--- src/rtl/inv_share_arbiter_pkg.sv ---
// Shared constants and the round-robin pick helper for the OPT1 shared
// negation path.
package inv_arb_pkg;

    localparam int INV_IN_W  = 8;
    localparam int INV_OUT_W = 9;
    localparam int TXN_CNT_W = 16;
    localparam int MAX_REQ   = 16;
    localparam int MAX_ID_W  = 4;

    typedef struct packed {
        logic                found;
        logic [MAX_ID_W-1:0] idx;
    } rr_pick_t;

    // The scan wraps at MAX_REQ. Callers zero-extend their request vector,
    // so the unused upper slots are skipped and the order matches a mod-N scan.
    function automatic rr_pick_t rr_pick(input logic [MAX_REQ-1:0]  valid,
                                         input logic [MAX_ID_W-1:0] ptr);
        rr_pick_t            r;
        logic [MAX_ID_W-1:0] i;
        r = '0;
        for (int k = 0; k < MAX_REQ; k++) begin
            i = ptr + MAX_ID_W'(k);
            if (!r.found && valid[i]) begin
                r.found = 1'b1;
                r.idx   = i;
            end
        end
        return r;
    endfunction

endpackage

--- src/rtl/inv_share_arbiter_if.sv ---
// Requester/result bundle of the shared negation arbiter.
// A transfer happens on a cycle where both valid and ready are high.
// Once valid is raised, it is not gated by ready. Result data and id stay stable while valid is high and ready is low.
interface inv_share_arbiter_if #(parameter int NUM_REQ = 4);
    import inv_arb_pkg::*;

    localparam int ID_W = $clog2(NUM_REQ);

    logic [NUM_REQ-1:0]          req_valid_i;
    logic [INV_IN_W*NUM_REQ-1:0] req_data_i;
    logic [NUM_REQ-1:0]          req_neg_i;
    logic [NUM_REQ-1:0]          req_ready_o;
    logic                        out_valid_o;
    logic [INV_OUT_W-1:0]        out_data_o;
    logic [ID_W-1:0]             out_id_o;
    logic                        out_ready_i;
    logic [TXN_CNT_W-1:0]        txn_cnt_o;
    logic                        cnt_clr_i;

    modport slave (
        input  req_valid_i, req_data_i, req_neg_i, out_ready_i, cnt_clr_i,
        output req_ready_o, out_valid_o, out_data_o, out_id_o, txn_cnt_o
    );

    modport master (
        output req_valid_i, req_data_i, req_neg_i, out_ready_i, cnt_clr_i,
        input  req_ready_o, out_valid_o, out_data_o, out_id_o, txn_cnt_o
    );

endinterface

--- src/rtl/inv_share_arbiter_inv_converter_8.sv ---
// 8-bit signed negation into 9 bits. The extra bit keeps -(-128) representable.
module inv_converter_8 (
    input  logic [7:0] x,
    output logic [8:0] y
);

    assign y = -{x[7], x};

endmodule

--- src/rtl/inv_share_arbiter_rr_arbiter.sv ---
// Reusable round-robin picker. The search starts at ptr and wraps modulo N.
module rr_arbiter
    import inv_arb_pkg::*;
#(
    parameter int N = 4,
    localparam int ID_W = $clog2(N)
) (
    input  logic [N-1:0]    req,
    input  logic [ID_W-1:0] ptr,
    output logic [N-1:0]    grant_onehot,
    output logic [ID_W-1:0] grant_idx,
    output logic            found
);

    rr_pick_t pick;

    always_comb begin
        pick         = rr_pick(MAX_REQ'(req), MAX_ID_W'(ptr));
        found        = pick.found;
        grant_idx    = ID_W'(pick.idx);
        grant_onehot = '0;
        if (pick.found) begin
            grant_onehot[grant_idx] = 1'b1;
        end
    end

endmodule

--- src/rtl/inv_share_arbiter.sv ---
// Shares one inv_converter_8 among NUM_REQ requesters through a round-robin
// grant. Results leave through a single-slot registered output.
module inv_share_arbiter
    import inv_arb_pkg::*;
#(
    parameter int NUM_REQ = 4,
    localparam int ID_W = $clog2(NUM_REQ)
) (
    input  logic                     clk,
    input  logic                     rst_n,
    inv_share_arbiter_if.slave       bus
);

    logic                 full;
    logic [INV_OUT_W-1:0] data_q;
    logic [ID_W-1:0]      id_q;
    logic [ID_W-1:0]      rr_ptr;
    logic [TXN_CNT_W-1:0] cnt_q;

    logic [NUM_REQ-1:0]   grant_onehot;
    logic [ID_W-1:0]      win;
    logic                 found;
    logic                 can_accept;
    logic                 accept;
    logic                 handshake;
    logic [INV_IN_W-1:0]  win_data;
    logic                 win_neg;
    logic [INV_OUT_W-1:0] neg_res;
    logic [INV_OUT_W-1:0] result;

    rr_arbiter #(.N(NUM_REQ)) u_rr (
        .req          (bus.req_valid_i),
        .ptr          (rr_ptr),
        .grant_onehot (grant_onehot),
        .grant_idx    (win),
        .found        (found)
    );

    // The slot can take a new result when it is empty or is being drained this cycle.
    assign can_accept      = !full || bus.out_ready_i;
    assign accept          = found && can_accept;
    assign handshake       = full && bus.out_ready_i;
    assign bus.req_ready_o = can_accept ? grant_onehot : '0;

    assign win_data = bus.req_data_i[int'(win)*INV_IN_W +: INV_IN_W];
    assign win_neg  = bus.req_neg_i[win];

    inv_converter_8 u_inv (
        .x (win_data),
        .y (neg_res)
    );

    assign result = win_neg ? neg_res : {win_data[INV_IN_W-1], win_data};

    always_ff @(posedge clk or negedge rst_n) begin
        if (!rst_n) begin
            full   <= 1'b0;
            data_q <= '0;
            id_q   <= '0;
            rr_ptr <= '0;
        end else if (accept) begin
            full   <= 1'b1;
            data_q <= result;
            id_q   <= win;
            rr_ptr <= (win == ID_W'(NUM_REQ - 1)) ? '0 : win + 1'b1;
        end else if (handshake) begin
            full   <= 1'b0;
        end
    end

    // The clear wins over a handshake that lands in the same cycle.
    always_ff @(posedge clk or negedge rst_n) begin
        if (!rst_n) begin
            cnt_q <= '0;
        end else if (bus.cnt_clr_i) begin
            cnt_q <= '0;
        end else if (handshake && (cnt_q != {TXN_CNT_W{1'b1}})) begin
            cnt_q <= cnt_q + 1'b1;
        end
    end

    assign bus.out_valid_o = full;
    assign bus.out_data_o  = data_q;
    assign bus.out_id_o    = id_q;
    assign bus.txn_cnt_o   = cnt_q;

endmodule

--- src/flat_wrapper.sv ---
// flat-port wrapper written by rule: the top's interface ports become plain ports
module inv_share_arbiter_flat import inv_arb_pkg::*;
#(
    parameter int NUM_REQ = 4,
    localparam int ID_W = $clog2(NUM_REQ)
)
  (clk, rst_n, bus_req_valid_i, bus_req_data_i, bus_req_neg_i, bus_out_ready_i, bus_cnt_clr_i, bus_req_ready_o, bus_out_valid_o, bus_out_data_o, bus_out_id_o, bus_txn_cnt_o);
  inv_share_arbiter_if #(.NUM_REQ(NUM_REQ)) bus_i ();
  input  logic clk;
  input  logic rst_n;
  input wire logic [$bits(bus_i.req_valid_i)-1:0] bus_req_valid_i;
  input wire logic [$bits(bus_i.req_data_i)-1:0] bus_req_data_i;
  input wire logic [$bits(bus_i.req_neg_i)-1:0] bus_req_neg_i;
  input wire logic [$bits(bus_i.out_ready_i)-1:0] bus_out_ready_i;
  input wire logic [$bits(bus_i.cnt_clr_i)-1:0] bus_cnt_clr_i;
  output wire logic [$bits(bus_i.req_ready_o)-1:0] bus_req_ready_o;
  output wire logic [$bits(bus_i.out_valid_o)-1:0] bus_out_valid_o;
  output wire logic [$bits(bus_i.out_data_o)-1:0] bus_out_data_o;
  output wire logic [$bits(bus_i.out_id_o)-1:0] bus_out_id_o;
  output wire logic [$bits(bus_i.txn_cnt_o)-1:0] bus_txn_cnt_o;
  assign bus_i.req_valid_i = bus_req_valid_i;
  assign bus_i.req_data_i = bus_req_data_i;
  assign bus_i.req_neg_i = bus_req_neg_i;
  assign bus_i.out_ready_i = bus_out_ready_i;
  assign bus_i.cnt_clr_i = bus_cnt_clr_i;
  assign bus_req_ready_o = bus_i.req_ready_o;
  assign bus_out_valid_o = bus_i.out_valid_o;
  assign bus_out_data_o = bus_i.out_data_o;
  assign bus_out_id_o = bus_i.out_id_o;
  assign bus_txn_cnt_o = bus_i.txn_cnt_o;
  inv_share_arbiter #(.NUM_REQ(NUM_REQ)) u_core (.clk(clk), .rst_n(rst_n), .bus(bus_i));
endmodule
--- config.mk ---
export PLATFORM = sky130hd
export DESIGN_NAME = inv_share_arbiter_flat
export DESIGN_NICKNAME = d
export VERILOG_FILES = /design/src/rtl/inv_share_arbiter_pkg.sv /design/src/rtl/inv_share_arbiter_if.sv /design/src/rtl/inv_share_arbiter_inv_converter_8.sv /design/src/rtl/inv_share_arbiter_rr_arbiter.sv /design/src/rtl/inv_share_arbiter.sv /design/src/flat_wrapper.sv
export SDC_FILE = /design/constraint.sdc
export NUM_CORES = 1
export LEC_CHECK = 0
export ABC_AREA = 1
export CAP_MARGIN = 20
export CORE_MARGIN = 4
export CORE_UTILIZATION = 25
export CTS_CLUSTER_SIZE = 16
export DETAILED_ROUTE_END_ITERATION = 6
export GPL_TIMING_DRIVEN = 1
export MAX_ROUTING_LAYER = met4
export PLACE_DENSITY = 0.47
export SYNTH_ARGS = -nofsm -noshare
export SYNTH_HDL_FRONTEND = slang
export SYNTH_HIERARCHICAL = 1
export SYNTH_SLANG_ARGS = --single-unit
--- constraint.sdc ---
create_clock -name clk -period 4.3 [get_ports clk]
set_input_delay 0.645 -clock clk [delete_from_list [all_inputs] [get_ports clk]]
set_output_delay 0.645 -clock clk [all_outputs]
set_load 0.05 [all_outputs]
==> impl_metrics.csv <==
group,metric,value,unit
floorplan,rows,38,
floorplan,core,0.0109,mm2
synthesis,yosys-top-cells-count,"nand2_1 (161), nand3_1 (58), inv_1 (51)",
global_route,antenna_found_initial,0,
finish,fill_cells,1164,
synthesis,ys_warn_count,6,
timing,maxSlewViolCount,0,
routing,drtAntennaViolNets,0,
floorplan,initial_core_util,25.6,%
clocking,clk_pin_slew,70,ps
timing,rsz0062_at_grt,"no",
synthesis,synth_top_area_cell,"dfrtp_1",
synthesis,avgSynthCellArea,6.40,um2
synthesis,ys_ff_latch,30,
global_route,grt_overflow_total,0,
global_route,track_usage,12.8,%
clocking,numCtsBuffers,5,
min_path,hp-class,"flip-flop to flip-flop",
finish,nets,557,
clocking,clock_sinks,30,
setup_path,end_kind,"primary output",
floorplan,die_w,114,um
clocking,cts-root-buf,"clkbuf_8",
finish,syn2layout_area_growth,34.3,%
clocking,clk_latency,280,ps
synthesis,synth_edf_count,0,
finish,n_antenna_cell,0,
setup_path,r2r_end,"u_core/bus.out_data_o[4]",
timing,timing.fmax,256,MHz
timing,finalSetupViolCount,0,
setup_path,start_kind,"flip-flop",
clocking,postCtsSetupRepairBufs,0,
routing,routed_wl,7660,um
synthesis,seq_area_frac_synth,26.9,%
min_path,hold_depth,2,
synthesis,synth_nets,485,
routing,vias,2874,
setup_path,rr_startpoint,"u_core/rr_ptr[0]",
setup_path,cp.required,3650,ps
global_route,grt_start_max_net_pins,31,
timing,post-route-period-util,90.8,%
synthesis,synth_cells,436,
routing,wire_per_inst,11.8,um
setup_path,criticalPathCategory,"flip-flop to primary output",
place,hpwlAfterDp,6010,um
floorplan,die_h,114,um
clocking,cts-hold-fix-buffers,0,
timing,fin_skew,4.71,ps
timing,hold_violations,0,
synthesis,synth_flop_cell,"dfrtp_1",
min_path,hold_end,"u_core/bus.out_data_o[1]",
outcome,status,"completed",
timing,maxSlewHeadroom,46.8,%
min_path,min_from,"u_core/bus.out_data_o[1]",
routing,drt_iter0_drc,94,
synthesis,synth-async-reset-ratio,100,%
clocking,cts_tree,"yes",
synthesis,yosysMostFrequentCell,"nand2_1",
setup_path,reg2reg_setup_slack,580,ps
setup_path,critPathArrivalTime,3260,ps
routing,via_per_inst,4.43,
routing,firstDrtPassIters,5,
floorplan,ios,76,
place,gp_congestion,0.822,
synthesis,netlist_top_cells_area,"dfrtp_1 (27%), nand2_1 (22%), nand3_1 (10%)",
finish,multiInputGateArea,0.00170,mm2
synthesis,yosysUniqueCellTypes,35,
pwr,ir_drop,0.000682,V
timing,worst_slew_pin_slew,797,ps
pwr,power_density,889,mW/mm2
pwr,leakagePower,0.00181,uW
place,portBuffers,75,
finish,final-seq-area,752,um2
global_route,grt_pass1_vias,2808,
setup_path,reg2regPathDepth,25,
timing,tns,0,ps
floorplan,dieArea,0.0129,mm2
timing,layout_min_cycle_time,3910,ps
finish,drive_gt1_share,10.8,%
clocking,cts_buffer_depth,2,
routing,drc,0,
clocking,htree_levels,2,
pwr,power.total,3330,uW
synthesis,synth_area,0.00279,mm2
synthesis,synth_top_area_share,26.9,%
job,cap_violations,0,
global_route,grt_pass1_wl,13200,um
setup_path,crit_path_max_fanout,11,
[metrics by stage]
step	hold slack (ps)	setup slack, ps	utilization [%]	area (um2)	cells
6_report	487	395	34.4	3740	649
4_1_cts	492	255	34.4	3740	649
2_1_floorplan	349	929	-	2790	436
3_3_place_gp	464	516	33.4	3630	641
5_1_grt	519	125	34.4	3740	649
3_5_place_dp	471	455	33.4	3630	641
[where the power goes]
| group | total, uW | switching (uW) | internal, uW |
|---|---|---|---|
| registers | 430 | 65.3 | 365 |
| logic | 2610 | 1750 | 864 |
| clock network | 289 | 116 | 173 |
[final cells by class]
class | count | share of cell area [%]
Clock buffer | 6 | 1.94
Clock inverter | 2 | 1.00
Inverter | 58 | 6.01
Multi-Input combinational cell | 334 | 45.4
Sequential cell | 30 | 20.1
Tap cell | 140 | 4.68
Timing Repair Buffer | 79 | 20.8
[cell families (layout without fill, tap and decap cells)]
| family | Yosys count | count (layout) | synth area share (%) |
|---|---|---|---|
| XOR/XNOR | 9 | 9 | 2.83 |
| AND/OR/NAND/NOR | 301 | 301 | 51.3 |
| flip-flops | 30 | 30 | 26.9 |
| buffers and inverters | 72 | 145 | 12.1 |
| AO/OA/AOI/OAI | 19 | 19 | 4.62 |
| adder cells (fa/ha/maj) | 5 | 5 | 2.24 |
[metal layers]
layer | vias to the layer above | global-route usage (%) | share of wire (%)
met5 | - | - | 0
met4 | 0 | 2.88 | 0.46
met3 | 2 | 3.55 | 6.9
met2 | 78 | 19.6 | 43
met1 | 1276 | 16.7 | 50
li1 | 1518 | - | -
[critical path, cell delays in order, from the launching register on]
cell	delay (ps)
dfrtp_2	520
inv_8	70
ha_1	360
inv_1	180
nand3_2	140
nand3_4	120
nand2_1	80
nor2_1	140
nand3_1	120
nand4_1	100
nand2_1	70
nor2_1	100
inv_1	50
nor2_1	100
clkdlybuf4s50_1	810
[flip-flops by register name (all words and copies together) (netlist names)]
signal,cells
u_core/bus.out_data_o,9
u_core/bus.out_id_o,2
u_core/bus.txn_cnt_o,16
u_core/rr_ptr,2
u_core/bus.out_valid_o,1
[how the worst max path moves through the flow]
stage / slack, ps / startpoint / to
final: 390 / u_core/rr_ptr[0] / bus_req_ready_o[1]
after global routing: 120 / u_core/rr_ptr[0] / bus_req_ready_o[1]
after CTS: 250 / u_core/rr_ptr[0] / bus_req_ready_o[3]
after detailed placement: 460 / u_core/rr_ptr[0] / u_core/bus.out_data_o[4]
after global placement: 520 / bus_req_valid_i[3] / u_core/bus.out_data_o[4]
after floorplan: 930 / u_core/rr_ptr[0] / u_core/bus.out_data_o[4]
[cell usage in the layout (no fill, tap or decap), types with 2 or more instances in the layout]
master / instances
nand3_2: 7
nor2_1: 29
buf_4: 4
inv_2: 5
inv_1: 51
dfrtp_1: 29
o21ai_1: 3
nand4_1: 10
nor2_4: 5
ha_1: 5
clkbuf_8: 5
nand3b_1: 5
clkdlybuf4s50_1: 75
o211ai_1: 8
nand2_2: 9
a21oi_1: 2
nor2_2: 10
xor2_1: 8
o21ai_0: 4
nand3_1: 58
nor3_1: 2
nand2_1: 161
[what timing repair did]
action / in CTS / in global routing
resized for setup: 0 / 1
hold endpoints to repair: 0 / 0
setup endpoints to repair: 0 / 4
Note: power is estimated with default switching activity, not from simulation.
